File: src/rtl/pc_fetch_ctrl.sv
// pc_fetch_ctrl: program-counter register and fetch handshake controller.
// Selects the next PC (redirect, pending redirect or sequential PC_Next),
// holds it across memory waits and stalls, and halts on a misaligned target.
module pc_fetch_ctrl #(
  parameter logic [31:0] RESET_VECTOR = 32'h0000_0000
) (
  input  logic        clk,
  input  logic        rst_n,
  input  logic [31:0] PC_Next,
  input  logic        Redirect_Valid,
  input  logic [31:0] Redirect_Target,
  input  logic        Stall,
  input  logic        IMem_Ready,
  output logic [31:0] PC,
  output logic        IMem_Req,
  output logic        Fetch_Done,
  output logic        Trap_Misaligned,
  output logic [31:0] Fetch_Count
);

  typedef enum logic [1:0] {
    BOOT  = 2'd0,
    FETCH = 2'd1,
    HALT  = 2'd2
  } state_e;

  state_e      state_q, state_d;
  logic [31:0] pc_q, pc_d;
  logic        pend_valid_q, pend_valid_d;
  logic [31:0] pend_target_q, pend_target_d;
  logic        fetch_done_q, fetch_done_d;
  logic        trap_q, trap_d;
  logic [31:0] fetch_count_q, fetch_count_d;

  logic        imem_req_s;
  logic        hs_s;
  logic [31:0] sel_pc_s;

  // Next-state, request and next-PC selection logic.
  always_comb begin
    state_d       = state_q;
    pc_d          = pc_q;
    pend_valid_d  = pend_valid_q;
    pend_target_d = pend_target_q;
    fetch_done_d  = 1'b0;
    trap_d        = trap_q;
    fetch_count_d = fetch_count_q;
    imem_req_s    = 1'b0;
    hs_s          = 1'b0;

    // A redirect seen this cycle wins over an older pending one.
    if (Redirect_Valid) begin
      sel_pc_s = Redirect_Target;
    end else if (pend_valid_q) begin
      sel_pc_s = pend_target_q;
    end else begin
      sel_pc_s = PC_Next;
    end

    case (state_q)
      BOOT: begin
        state_d = FETCH;
        if (Redirect_Valid) begin
          pend_valid_d  = 1'b1;
          pend_target_d = Redirect_Target;
        end else begin
          pend_valid_d  = pend_valid_q;
        end
      end
      FETCH: begin
        imem_req_s = ~Stall;
        hs_s       = imem_req_s & IMem_Ready;
        if (hs_s) begin
          fetch_done_d  = 1'b1;
          fetch_count_d = fetch_count_q + 32'd1;
          pend_valid_d  = 1'b0;
          // A misaligned target freezes the PC and parks the FSM for good.
          if (sel_pc_s[1:0] != 2'b00) begin
            state_d = HALT;
            trap_d  = 1'b1;
          end else begin
            pc_d    = sel_pc_s;
          end
        end else if (Redirect_Valid) begin
          pend_valid_d  = 1'b1;
          pend_target_d = Redirect_Target;
        end else begin
          pend_valid_d  = pend_valid_q;
        end
      end
      HALT: begin
        state_d = HALT;
      end
      default: begin
        state_d = BOOT;
      end
    endcase
  end

  // State and datapath registers with asynchronous active-low reset.
  always_ff @(posedge clk or negedge rst_n) begin
    if (!rst_n) begin
      state_q       <= BOOT;
      pc_q          <= RESET_VECTOR;
      pend_valid_q  <= 1'b0;
      pend_target_q <= 32'h0000_0000;
      fetch_done_q  <= 1'b0;
      trap_q        <= 1'b0;
      fetch_count_q <= 32'h0000_0000;
    end else begin
      state_q       <= state_d;
      pc_q          <= pc_d;
      pend_valid_q  <= pend_valid_d;
      pend_target_q <= pend_target_d;
      fetch_done_q  <= fetch_done_d;
      trap_q        <= trap_d;
      fetch_count_q <= fetch_count_d;
    end
  end

  assign PC              = pc_q;
  assign IMem_Req        = imem_req_s;
  assign Fetch_Done      = fetch_done_q;
  assign Trap_Misaligned = trap_q;
  assign Fetch_Count     = fetch_count_q;

endmodule

File: config.mk
export PLATFORM = sky130hd
export DESIGN_NAME = pc_fetch_ctrl
export DESIGN_NICKNAME = d
export VERILOG_FILES = /design/src/rtl/pc_fetch_ctrl.sv
export SDC_FILE = /design/constraint.sdc
export NUM_CORES = 1
export LEC_CHECK = 0
export CORE_MARGIN = 2
export CORE_UTILIZATION = 33
export DETAILED_ROUTE_END_ITERATION = 8
export SETUP_SLACK_MARGIN = 0.1
export SYNTH_ARGS = -nofsm -noshare
export SYNTH_HDL_FRONTEND = slang
export SYNTH_SLANG_ARGS = --single-unit
File: constraint.sdc
create_clock -name clk -period 2.1 [get_ports clk]
set_input_delay 0.315 -clock clk [delete_from_list [all_inputs] [get_ports clk]]
set_output_delay 0.315 -clock clk [all_outputs]
set_load 0.01 [all_outputs]
-- Yosys cells after proc, flatten, opt, wreduce, memory -nomap -nowiden
Cells that the tools add are included.
- logic and storage cells: 38
- register bits after elaboration: 101
- memory bits (read-only): 0
- bits in latches: 0
- output and inout port bits: 67
- bits in writable memories: 0
- bits of input ports: 69
- memories kept: 0
- multipliers: 0
- multiplexer cells: 14
- shift operators: 0
- $lt $le $gt $ge: 0
- equality and inequality tests: 5
- reduce and logical (&&, ||, !) cells: 8
- div/mod/pow operators: 0
- add/sub/neg operators: 1
- bitwise logic cells: 3
- operator list (cell ; count):
    $mux W32 ; 4
    $pmux W32 S2 ; 1
    $add A32 B1 Y32 const B ; 1
    $ne A2 B2 Y1 const B ; 3
    $pmux W2 S3 ; 1
    $reduce_and A2 Y1 ; 3
    $reduce_and A3 Y1 ; 2
    $mux W1 ; 5
    $mux W2 ; 2
    $reduce_bool A2 Y1 ; 2
    $eq A2 B1 Y1 const B ; 1
    $eq A2 B2 Y1 const B ; 1
    $logic_not A2 Y1 ; 1
    $not A1 Y1 ; 2
    $pmux W1 S2 ; 1
    $and A1 B1 Y1 ; 1

-- Logic depth before layout (Yosys ltp)
Gate-level depths: netlist (run 1).
- depth after elaboration: 6
- gate-level depth with buffers: 8
- mapped depth without buffers: 6

-- Least setup slack after synthesis (run 1)
Ideal clock, no wire load.
- path type: reg2reg
- start point: register state_q[1]
- end point: register pc_q[10] (netlist: PC[10])
- buffers on the path: 2
- path slack: 0.136 ns
- setup time: 0.125 ns
- arrival time: 1.839 ns
- period minus slack after synthesis: 1.964 ns
- cell stages (with the launch flop): 9
- path through: dfrtp_1 inv_1 ha_1 nor2b_1 and2_1 buf_2 o21a_4 buf_12 mux2_4
- word-level cells in the longest chain between the ends: 2
- ends and longest elaborated chain (element ; RTL line ; text):
    start: declaration ; 27 ; state_e state_q, state_d;
    start signal: assignment ; 111 ; state_q <= state_d;
    $eq A2 B1 Y1 ; 60 ; case (state_q)
    $reduce_and A3 Y1 (no line) ; - ;
    end signal: assignment ; 112 ; pc_q <= pc_d;
    end: declaration ; 28 ; logic [31:0] pc_q, pc_d;
No other way between the ends.
A chain may end at the register's enable or synchronous reset.

-- Worst setup path after layout (run 1)
- start point: register pend_valid_q
- end point: register pc_q[20] (netlist: PC[20])
- word-level cells in the longest chain between the ends: 5
- ends and longest elaborated chain (element ; RTL line ; text):
    start: declaration ; 29 ; logic pend_valid_q, pend_valid_d;
    start signal: assignment ; 113 ; pend_valid_q <= pend_valid_d;
    $mux W32 * ; 54 ; end else if (pend_valid_q) begin
    $mux W32 * ; 52 ; if (Redirect_Valid) begin
    $reduce_bool A2 Y1 ; 78 ; if (sel_pc_s[1:0] != 2'b00) begin
    $not A1 Y1 (no line) ; - ;
    $reduce_and A3 Y1 (no line) ; - ;
Mark *: on every way between the ends. The rest lies on a longest branch, timed or not.

==> results of run 1 <==
[layer usage]
metal	share of wire [%]	wire (um)
met5	0	0
met2	48	5610
met4	1.7	195
met1	46	5340
met3	3.9	453
[synth_stat cells, types with 6 or more instances]
cell type / number / area, sq um
and3_1: 6 / 37.5
buf_2: 8 / 40.0
clkbuf_1: 8 / 30.0
dfrtp_1: 101 / 2530
mux2_2: 37 / 417
mux2_4: 28 / 420
mux2i_1: 30 / 300
nand2_1: 40 / 150
nand3_1: 9 / 45.0
nand4_1: 16 / 100
o21ai_0: 31 / 155
xnor2_1: 27 / 236
[state kept, by name, indices dropped and copies added (netlist names)]
name and flops:
Fetch_Done 1, Fetch_Count 32, state_q 2, Trap_Misaligned 1, PC 32, pend_valid_q 1
pend_target_q 32
[worst max-delay path, delay by kind of cell, from the launching register on]
kind / cells / cell delay, ns
DFF: 1 / 0.43
buffers and inverters: 1 / 0.18
AOI/OAI and AO/OA: 2 / 0.47
muxes: 1 / 0.30
and+or+nand+nor: 1 / 0.39
[cell type report]
cell class | instances | share of cell area (%)
Sequential cell | 101 | 36.7
Multi-Input combinational cell | 261 | 31.7
Timing Repair Buffer | 159 | 23.1
Clock buffer | 11 | 3.67
Tap cell | 184 | 3.35
Clock inverter | 5 | 1.20
Inverter | 4 | 0.218
[power by group through the flow]
stage	registers (W)	logic, W	clock network [W]
after floorplan	0.00297	0.00137	0
after global placement	0.00293	0.00247	0
after detailed placement	0.00295	0.00253	0
after CTS	0.00292	0.00253	0.00189
after global routing	0.00300	0.00270	0.00197
final	0.00291	0.00249	0.00182
[stage by stage]
step / std cells / cell area (sq um) / total power (W) / hold slack (ns)
2_1_floorplan: 386 / 4850 / 0.00433 / 0.0194
3_3_place_gp: 708 / 6530 / 0.00540 / 0.267
3_5_place_dp: 708 / 6530 / 0.00547 / 0.269
4_1_cts: 725 / 6870 / 0.00733 / 0.439
5_1_grt: 725 / 6880 / 0.00767 / 0.459
6_report: 725 / 6880 / 0.00722 / 0.436
[logic make-up (layout without fill, tap and decap cells)]
kind of cell,Yosys count,count (layout),synth area share [%]
XOR/XNOR,31,31,5.60
buffers and inverters,24,179,3.15
flip-flops,101,101,52.1
AO/OA/AOI/OAI,36,36,4.13
adder cells (fa/ha/maj),4,4,1.03
multiplexers,95,95,23.5
AND/OR/NAND/NOR,95,95,10.5
[what timing repair did]
item,4_1_cts,5_1_grt
setup buffers,0,0
hold buffers,1,0
gates resized for setup,1,4
pin swaps,0,0
setup endpoints to repair,1,29
cloned,0,0
endpoints found under the hold margin,26,0
[worst max path at each step]
stage	from	endpoint	slack, ns	cells after the start
CTS	state_q[1]	PC[20]	0.12	7
finish	pend_valid_q	PC[20]	0.20	5
global route	pend_valid_q	PC[17]	0.11	5
global placement	PC_Next[1]	PC[17]	-0.05	6
floorplan	state_q[1]	PC[10]	0.14	8
detailed placement	PC_Next[1]	PC[11]	-0.07	6
==> flow_summary.ini, run 1 <==
[outcome]
status = finished, final reports clean

[placement]
hpwl_um = 8280
routabilityCongestion = 0.756
port_buffers = 135
pre_cts_slack_ns = -0.0691

[final_layout]
drive_above_1_share_pct = 21.1
diodes = 0
nets = 609
final_cell_mix = clkdlybuf4s50_1 (132), dfrtp_1 (100), nand2_1 (40), mux2_2 (37), o21ai_0 (31)
fillerInstances = 1320
regArea_sq_um = 2530
area_growth_pct = 41.9
final_common_cell = clkdlybuf4s50_1
fin_util_pct = 47.7
multiInputGateArea_sq_um = 2180

[job]
maxCapViolCount = 0

[grt]
grt_start_max_net_pins = 56
grt.overflow.total = 0
grt_use_met2_pct = 25.7
top_usage_layer = met2
grt_pass1_wl_um = 19200
track_usage_pct = 15.3
use_met3_pct = 3.04
grtUsageMet1_pct = 19.8
grt_antenna_before_repair = 0
grt_pass1_vias = 3707

[floorplan]
top_level_ports = 136
die_area_sq_um = 15700
die_h_um = 125
rows = 44
coreArea_sq_um = 14400
die_w_um = 125
start_util_pct = 33.6

[critical_path]
r2r-start = pend_valid_q
slowest_delay_ns = 0.43
path_max_fanout = 11
worstSetupPathType = reg2reg
worstSetupStartpointType = register
crit_chain = or3_1 > a21oi_2 > o21a_4 > buf_12 > mux2_4
reg2reg_depth = 5
reg2reg_to = PC[20]
crit_required_ns = 2.32
cp_slowest_cell = dfrtp_2
worstPathArrival_ns = 2.13
cp-end-kind = register
r2r_setup_slack_ns = 0.20

[power]
max-vdd-ir-drop_uv = 516
p_sw_share_pct = 27.5
intPower_w = 0.00524
p_seq_share_pct = 40.3
p_sw_w = 0.00199
power_density_nw_per_um2 = 1050
pwr-share-clk_pct = 25.2
leakagePower_nw = 3.07
comb_power_share_pct = 34.5

[synth]
ys_ff_latch = 101
synth_async_sr_flop_share_pct = 100
netlist_instances = 386
yosysSeqAreaShare_pct = 52.1
syn-num-nets = 459
synth_edf_count = 0
netlist-cell-type-count = 34
yosys_warnings = 0
avgSynthCellArea_sq_um = 12.6
synth_area_sq_um = 4850
synth_ff_type = dfrtp_1

[clocking]
cts_made_buffers = 9
clockRootBuffer = clkbuf_16
insertion_delay_ns = 0.34
clkSinkCount = 101
htree_num_levels = 3
cts_buffer_depth = 2
cts_tree = done
clk_pin_slew_worst_paths_ns = 0.06

[route]
wirelength_um = 11600
drc_errors = 0
first_pass_iters = 4
via_per_inst = 4.79
final_antenna_net_count = 0
drt_iter0_markers = 85
vias = 3473
wire_per_inst_um = 16.0

[timing]
setup_viol_count_final = 0
fin_skew_ns = 0.00548
min_period_ns = 1.90
period_share_pct = 90.6
relSlewSlack_pct = 66.2
setup_tns_ns = 0
max_freq_mhz = 526
hold_violations = 0
rsz0062_at_grt = false
tightest_slew_ns = 0.507
drv_slew = 0
fin_ws_ns = 0.198

[hold_path]
hold_path.class = in2async
Power figures use the tool's default switching activity.
==> run 2: changes to the inputs <==
Settings changed: SETUP_SLACK_MARGIN 0.1 to 0.15, TNS_END_PERCENT from default to 20.
Clock period 2.1 ns to 1.5 ns, I/O delays scaled along.
==> run 2 against run 1 <==
Compared with the run above:
- die area is the same
- critical path type unchanged
- sequential power grew 40%
- combinational power grew 49%
- first-iteration DRC count grew 98%
- register-to-register slack lost 0.48 ns
- the flow now finishes with violations (setup timing)
- largest power group unchanged
- clock power grew 28%
- clock skew grew 0.00072 ns
- non-clock buffer count grew 21
==> flow_summary.ini, run 2 (synthesized netlist as in run 1, its figures left out) <==
[clocking]
insertion_delay_ns = 0.35
htree_num_levels = 3
clkSinkCount = 101
cts_made_buffers = 9
cts_tree = done
clockRootBuffer = clkbuf_16
clk_pin_slew_worst_paths_ns = 0.07
cts_buffer_depth = 2

[power]
leakagePower_nw = 3.46
p_sw_share_pct = 29.4
p_seq_share_pct = 40.3
intPower_w = 0.00715
pwr-share-clk_pct = 23.0
p_sw_w = 0.00298
max-vdd-ir-drop_uv = 639
comb_power_share_pct = 36.7
power_density_nw_per_um2 = 1440

[grt]
top_usage_layer = met2
grtUsageMet1_pct = 22.0
track_usage_pct = 16.1
grt_antenna_before_repair = 0
grt_start_max_net_pins = 49
grt_pass1_vias = 3767
use_met3_pct = 4.41
grt.overflow.total = 0
grt_use_met2_pct = 25.3
grt_pass1_wl_um = 20300

[critical_path]
r2r-start = pend_target_q[1]
cp-endpoint = PC[29]
crit_chain = or3b_4 > a21oi_4 > o21a_4 > buf_12 > mux2_2
cp_slowest_cell = or3b_4
cp_top_family = simple AND/OR/NAND/NOR gates
crit_required_ns = 1.74
reg2reg_to = PC[29]
reg2reg_depth = 5
cp-end-kind = register
cp_num_cells = 5
worstSetupPathType = reg2reg
worstPathArrival_ns = 2.02
worstSetupStartpointType = register
worstPathBufferInverterCount = 1
crit_start = pend_target_q[1]
path_max_fanout = 15
slowest_delay_ns = 0.41
r2r_setup_slack_ns = -0.28

[final_layout]
fillerInstances = 1324
diodes = 0
nets = 630
regArea_sq_um = 2530
area_growth_pct = 45.2
final_common_cell = dfrtp_1
fin_util_pct = 48.8
final_cell_mix = dfrtp_1 (98), clkdlybuf4s50_1 (66), mux2_4 (50), dlygate4sd2_1 (49), nand2_1 (39)
drive_above_1_share_pct = 28.8
final_area_sq_um = 7040
multiInputGateArea_sq_um = 2330

[timing]
hold_violations = 0
fin_ws_ns = -0.279
fin_skew_ns = 0.00620
tightest_slew_ns = 0.597
relSlewSlack_pct = 60.2
rsz0062_at_grt = true
min_period_ns = 1.78
drv_slew = 0
period_share_pct = 119
setup_tns_ns = -16.65
hold_ws_ns = 0.327
max_freq_mhz = 562
setup_viol_count_final = 95

[floorplan]
die_h_um = 125
rows = 44
coreArea_sq_um = 14400
top_level_ports = 136
die_area_sq_um = 15700
start_util_pct = 33.6
die_w_um = 125

[placement]
routabilityCongestion = 0.803
dpl_cell_area_sq_um = 6710
hpwl_um = 8300
pre_cts_slack_ns = -0.545
port_buffers = 135

[hold_path]
hold_path.class = in2async

[route]
via_per_inst = 4.80
wire_per_inst_um = 16.2
final_antenna_net_count = 0
drc_errors = 0
first_pass_iters = 6
vias = 3582
drt_iter0_markers = 168
wirelength_um = 12100

[outcome]
status = complete, but fails checks
violations = setup timing

[job]
maxCapViolCount = 0
==> run 2: cell type report <==
type	count	share of cell area [%]
clock buffers	10	3.25
inverters	4	0.213
well taps	184	3.27
multi-input cells	261	33.0
flip-flops and latches	101	35.9
clock inverters	6	0.906
repair buffers	180	23.4
==> run 2: worst reg2reg max path, delay by kind of cell (launching register included) <==
kind / cells / cell delay, ns
buf+inv: 1 / 0.17
simple gates: 1 / 0.41
mux: 1 / 0.35
compound gates: 2 / 0.35
flops: 1 / 0.38
==> run 2: worst min-delay path by stage <==
| stage | to | startpoint | slack [ns] |
|---|---|---|---|
| 2_1_floorplan | Fetch_Count[0] | rst_n | -0.07 |
| 4_1_cts | pend_valid_q | Redirect_Valid | 0.31 |
| 3_3_place_gp | Fetch_Count[28] | rst_n | 0.17 |
| 5_1_grt | pend_valid_q | Redirect_Valid | 0.32 |
| 6_report | Fetch_Count[28] | rst_n | 0.33 |
| 3_5_place_dp | Fetch_Count[28] | rst_n | 0.17 |
==> run 2: power groups by stage <==
stage,logic [W],registers [W],clock network [W]
after global routing,0.00403,0.00419,0.00254
after detailed placement,0.00367,0.00412,0
after CTS,0.00365,0.00407,0.00242
after floorplan,0.00197,0.00416,0
final,0.00372,0.00408,0.00233
after global placement,0.00358,0.00409,0
==> run 2: metal layers <==
layer	vias to the layer above	part of all wire, %
li1	1702	-
met1	1777	47
met2	94	47
met3	9	5.0
met4	0	1.1
met5	-	0
==> run 2: metrics by stage <==
step                      total power (W)  instances
after CTS                          0.0101        744
after floorplan                   0.00613        386
final                              0.0101        746
after global routing               0.0108        746
after detailed placement          0.00779        726
after global placement            0.00767        726
==> run 2: what timing repair did <==
action	CTS	global route
buffers inserted	1	2
pin swaps	18	6
resized for setup	125	24
endpoints found under the setup margin	164	117
hold endpoints to repair	24	0
hold buffers	1	0
==> run 3: changes to the inputs <==
Settings changed: REMOVE_ABC_BUFFERS from default to 1.
==> run 3 against run 2 <==
Compared with the run above:
- the flow still finishes with violations (setup timing)
- final cell count increased by 2.0%
- die area did not move
- count of clock-buffer cells in the layout is the same
- wire length grew 5.9%
- sequential power barely moved
- flip-flop and latch count stayed put
- register-to-register slack worse by 0.08 ns
- design area increased by 4.5%
- clock power rose by 15%
==> flow_summary.ini, run 3 (synthesized netlist as in run 1, its figures left out) <==
[outcome]
status = complete, but fails checks
violations = setup timing

[power]
leakagePower_nw = 3.59
power_density_nw_per_um2 = 1470
max-vdd-ir-drop_uv = 636

[final_layout]
diodes = 0
final_cell_mix = dfrtp_1 (94), clkdlybuf4s50_1 (66), mux2_4 (49), dlygate4sd2_1 (48), nand2_1 (40)
drive_above_1_share_pct = 31.0
regArea_sq_um = 2540
nets = 645
fillerInstances = 1307
final_cells = 761
multiInputGateArea_sq_um = 2320
final_common_cell = dfrtp_1
area_growth_pct = 51.8

[timing]
setup_viol_count_final = 94
period_share_pct = 124
rsz0062_at_grt = true
hold_violations = 0
tightest_slew_ns = 0.437
fin_skew_ns = 0.0108
fin_ws_ns = -0.357
min_period_ns = 1.86
max_freq_mhz = 539
relSlewSlack_pct = 70.9
drv_slew = 0

[route]
wire_per_inst_um = 16.8
final_antenna_net_count = 0
via_per_inst = 4.92
drc_errors = 0
wirelength_um = 12800
drt_iter0_markers = 174
first_pass_iters = 4
vias = 3741

[critical_path]
reg2reg_to = PC[18]
crit_required_ns = 1.74
r2r_setup_slack_ns = -0.36
reg2reg_depth = 9
worstSetupPathType = reg2reg
path_max_fanout = 5
cp-end-kind = register
worstSetupStartpointType = register
r2r-start = state_q[1]
worstPathArrival_ns = 2.09

[placement]
routabilityCongestion = 0.817
hpwl_um = 8630
port_buffers = 135
pre_cts_slack_ns = -0.520
dp.cells = 732

[floorplan]
start_util_pct = 33.6
die_area_sq_um = 15700
die_w_um = 125
top_level_ports = 136
die_h_um = 125
coreArea_sq_um = 14400
rows = 44

[grt]
grt_start_max_net_pins = 49
grt_antenna_before_repair = 0
grt_pass1_vias = 4070
track_usage_pct = 17.0
grt_pass1_wl_um = 21300
grt.overflow.total = 0

[clocking]
htree_num_levels = 3
cts_made_buffers = 9
clockRootBuffer = clkbuf_16
cts_tree = done
cts_buffer_depth = 2
insertion_delay_ns = 0.36
clkSinkCount = 101
clk_pin_slew_worst_paths_ns = 0.07

[job]
maxCapViolCount = 0

[hold_path]
hold_path.class = in2async
run 3: cell types whose count changed in the layout (fill, tap and decap cells not counted), moves of 3 or more:
cell and change:
buf_12 +3, buf_4 +3, buf_6 +3, clkbuf_16 +3
dfrtp_1 -4, dfrtp_2 +4, nand3_1 +3, nand3_2 -3
run 3: area by class of cell:
| class | count | area share (%) |
|---|---|---|
| repair buffers | 195 | 26.1 |
| clock buffers | 10 | 3.11 |
| inverters | 4 | 0.204 |
| clock inverters | 6 | 1.53 |
| multi-input cells | 261 | 31.5 |
| flip-flops and latches | 101 | 34.5 |
| well taps | 184 | 3.13 |
run 3: how the worst max path moves through the flow:
stage,start,to,slack [ns],depth (start not counted)
floorplan,pend_valid_q,PC[28],-1.28,4
global placement,PC_Next[1],PC[6],-0.52,6
detailed placement,PC_Next[1],PC[4],-0.52,6
CTS,pend_valid_q,PC[24],-0.37,6
global route,state_q[1],PC[18],-0.42,9
finish,state_q[1],PC[18],-0.36,9
run 3: per-layer routing:
| metal | global-route usage (%) | vias to the layer above | wire [um] |
|---|---|---|---|
| li1 | - | 1732 | - |
| met1 | 21.9 | 1888 | 5760 |
| met2 | 27.2 | 107 | 5970 |
| met3 | 6.63 | 14 | 947 |
| met4 | 4.12 | 0 | 127 |
| met5 | 0 | - | 0 |
run 3: report_power, final:
part           internal, W  total, W  switching, W
clock              0.00163   0.00269       0.00106
combinational      0.00256   0.00405       0.00149
sequential         0.00358   0.00408      0.000506
run 3: metrics by stage:
stage          hold WS, ns  util (%)  TNS [ns]  power, W  instance area [sq um]
2_1_floorplan      -0.0706         -    -75.83   0.00600                   4710
4_1_cts              0.310      50.6    -24.76    0.0109                   7290
3_3_place_gp         0.173      46.8    -35.18   0.00766                   6750
3_5_place_dp         0.174      46.8    -36.12   0.00779                   6750
5_1_grt              0.340      51.0    -31.63    0.0115                   7360
6_report             0.326      51.0    -23.39    0.0108                   7360
run 3: what timing repair did:
item                                   4_1_cts  5_1_grt
endpoints found under the hold margin       19        0
setup endpoints to repair                  167      116
pin swaps                                   19        4
setup buffers                                5        1
cloned                                       3        3
hold buffers                                 1        0
gates resized for setup                    149       17
run 3: critical path, cell delays in order (launching register included):
cell	delay, ns
dfrtp_1	0.39
inv_2	0.08
ha_4	0.14
nor2b_4	0.14
and2_4	0.18
buf_6	0.10
o21a_4	0.13
buf_12	0.13
clkbuf_16	0.15
mux2_4	0.30
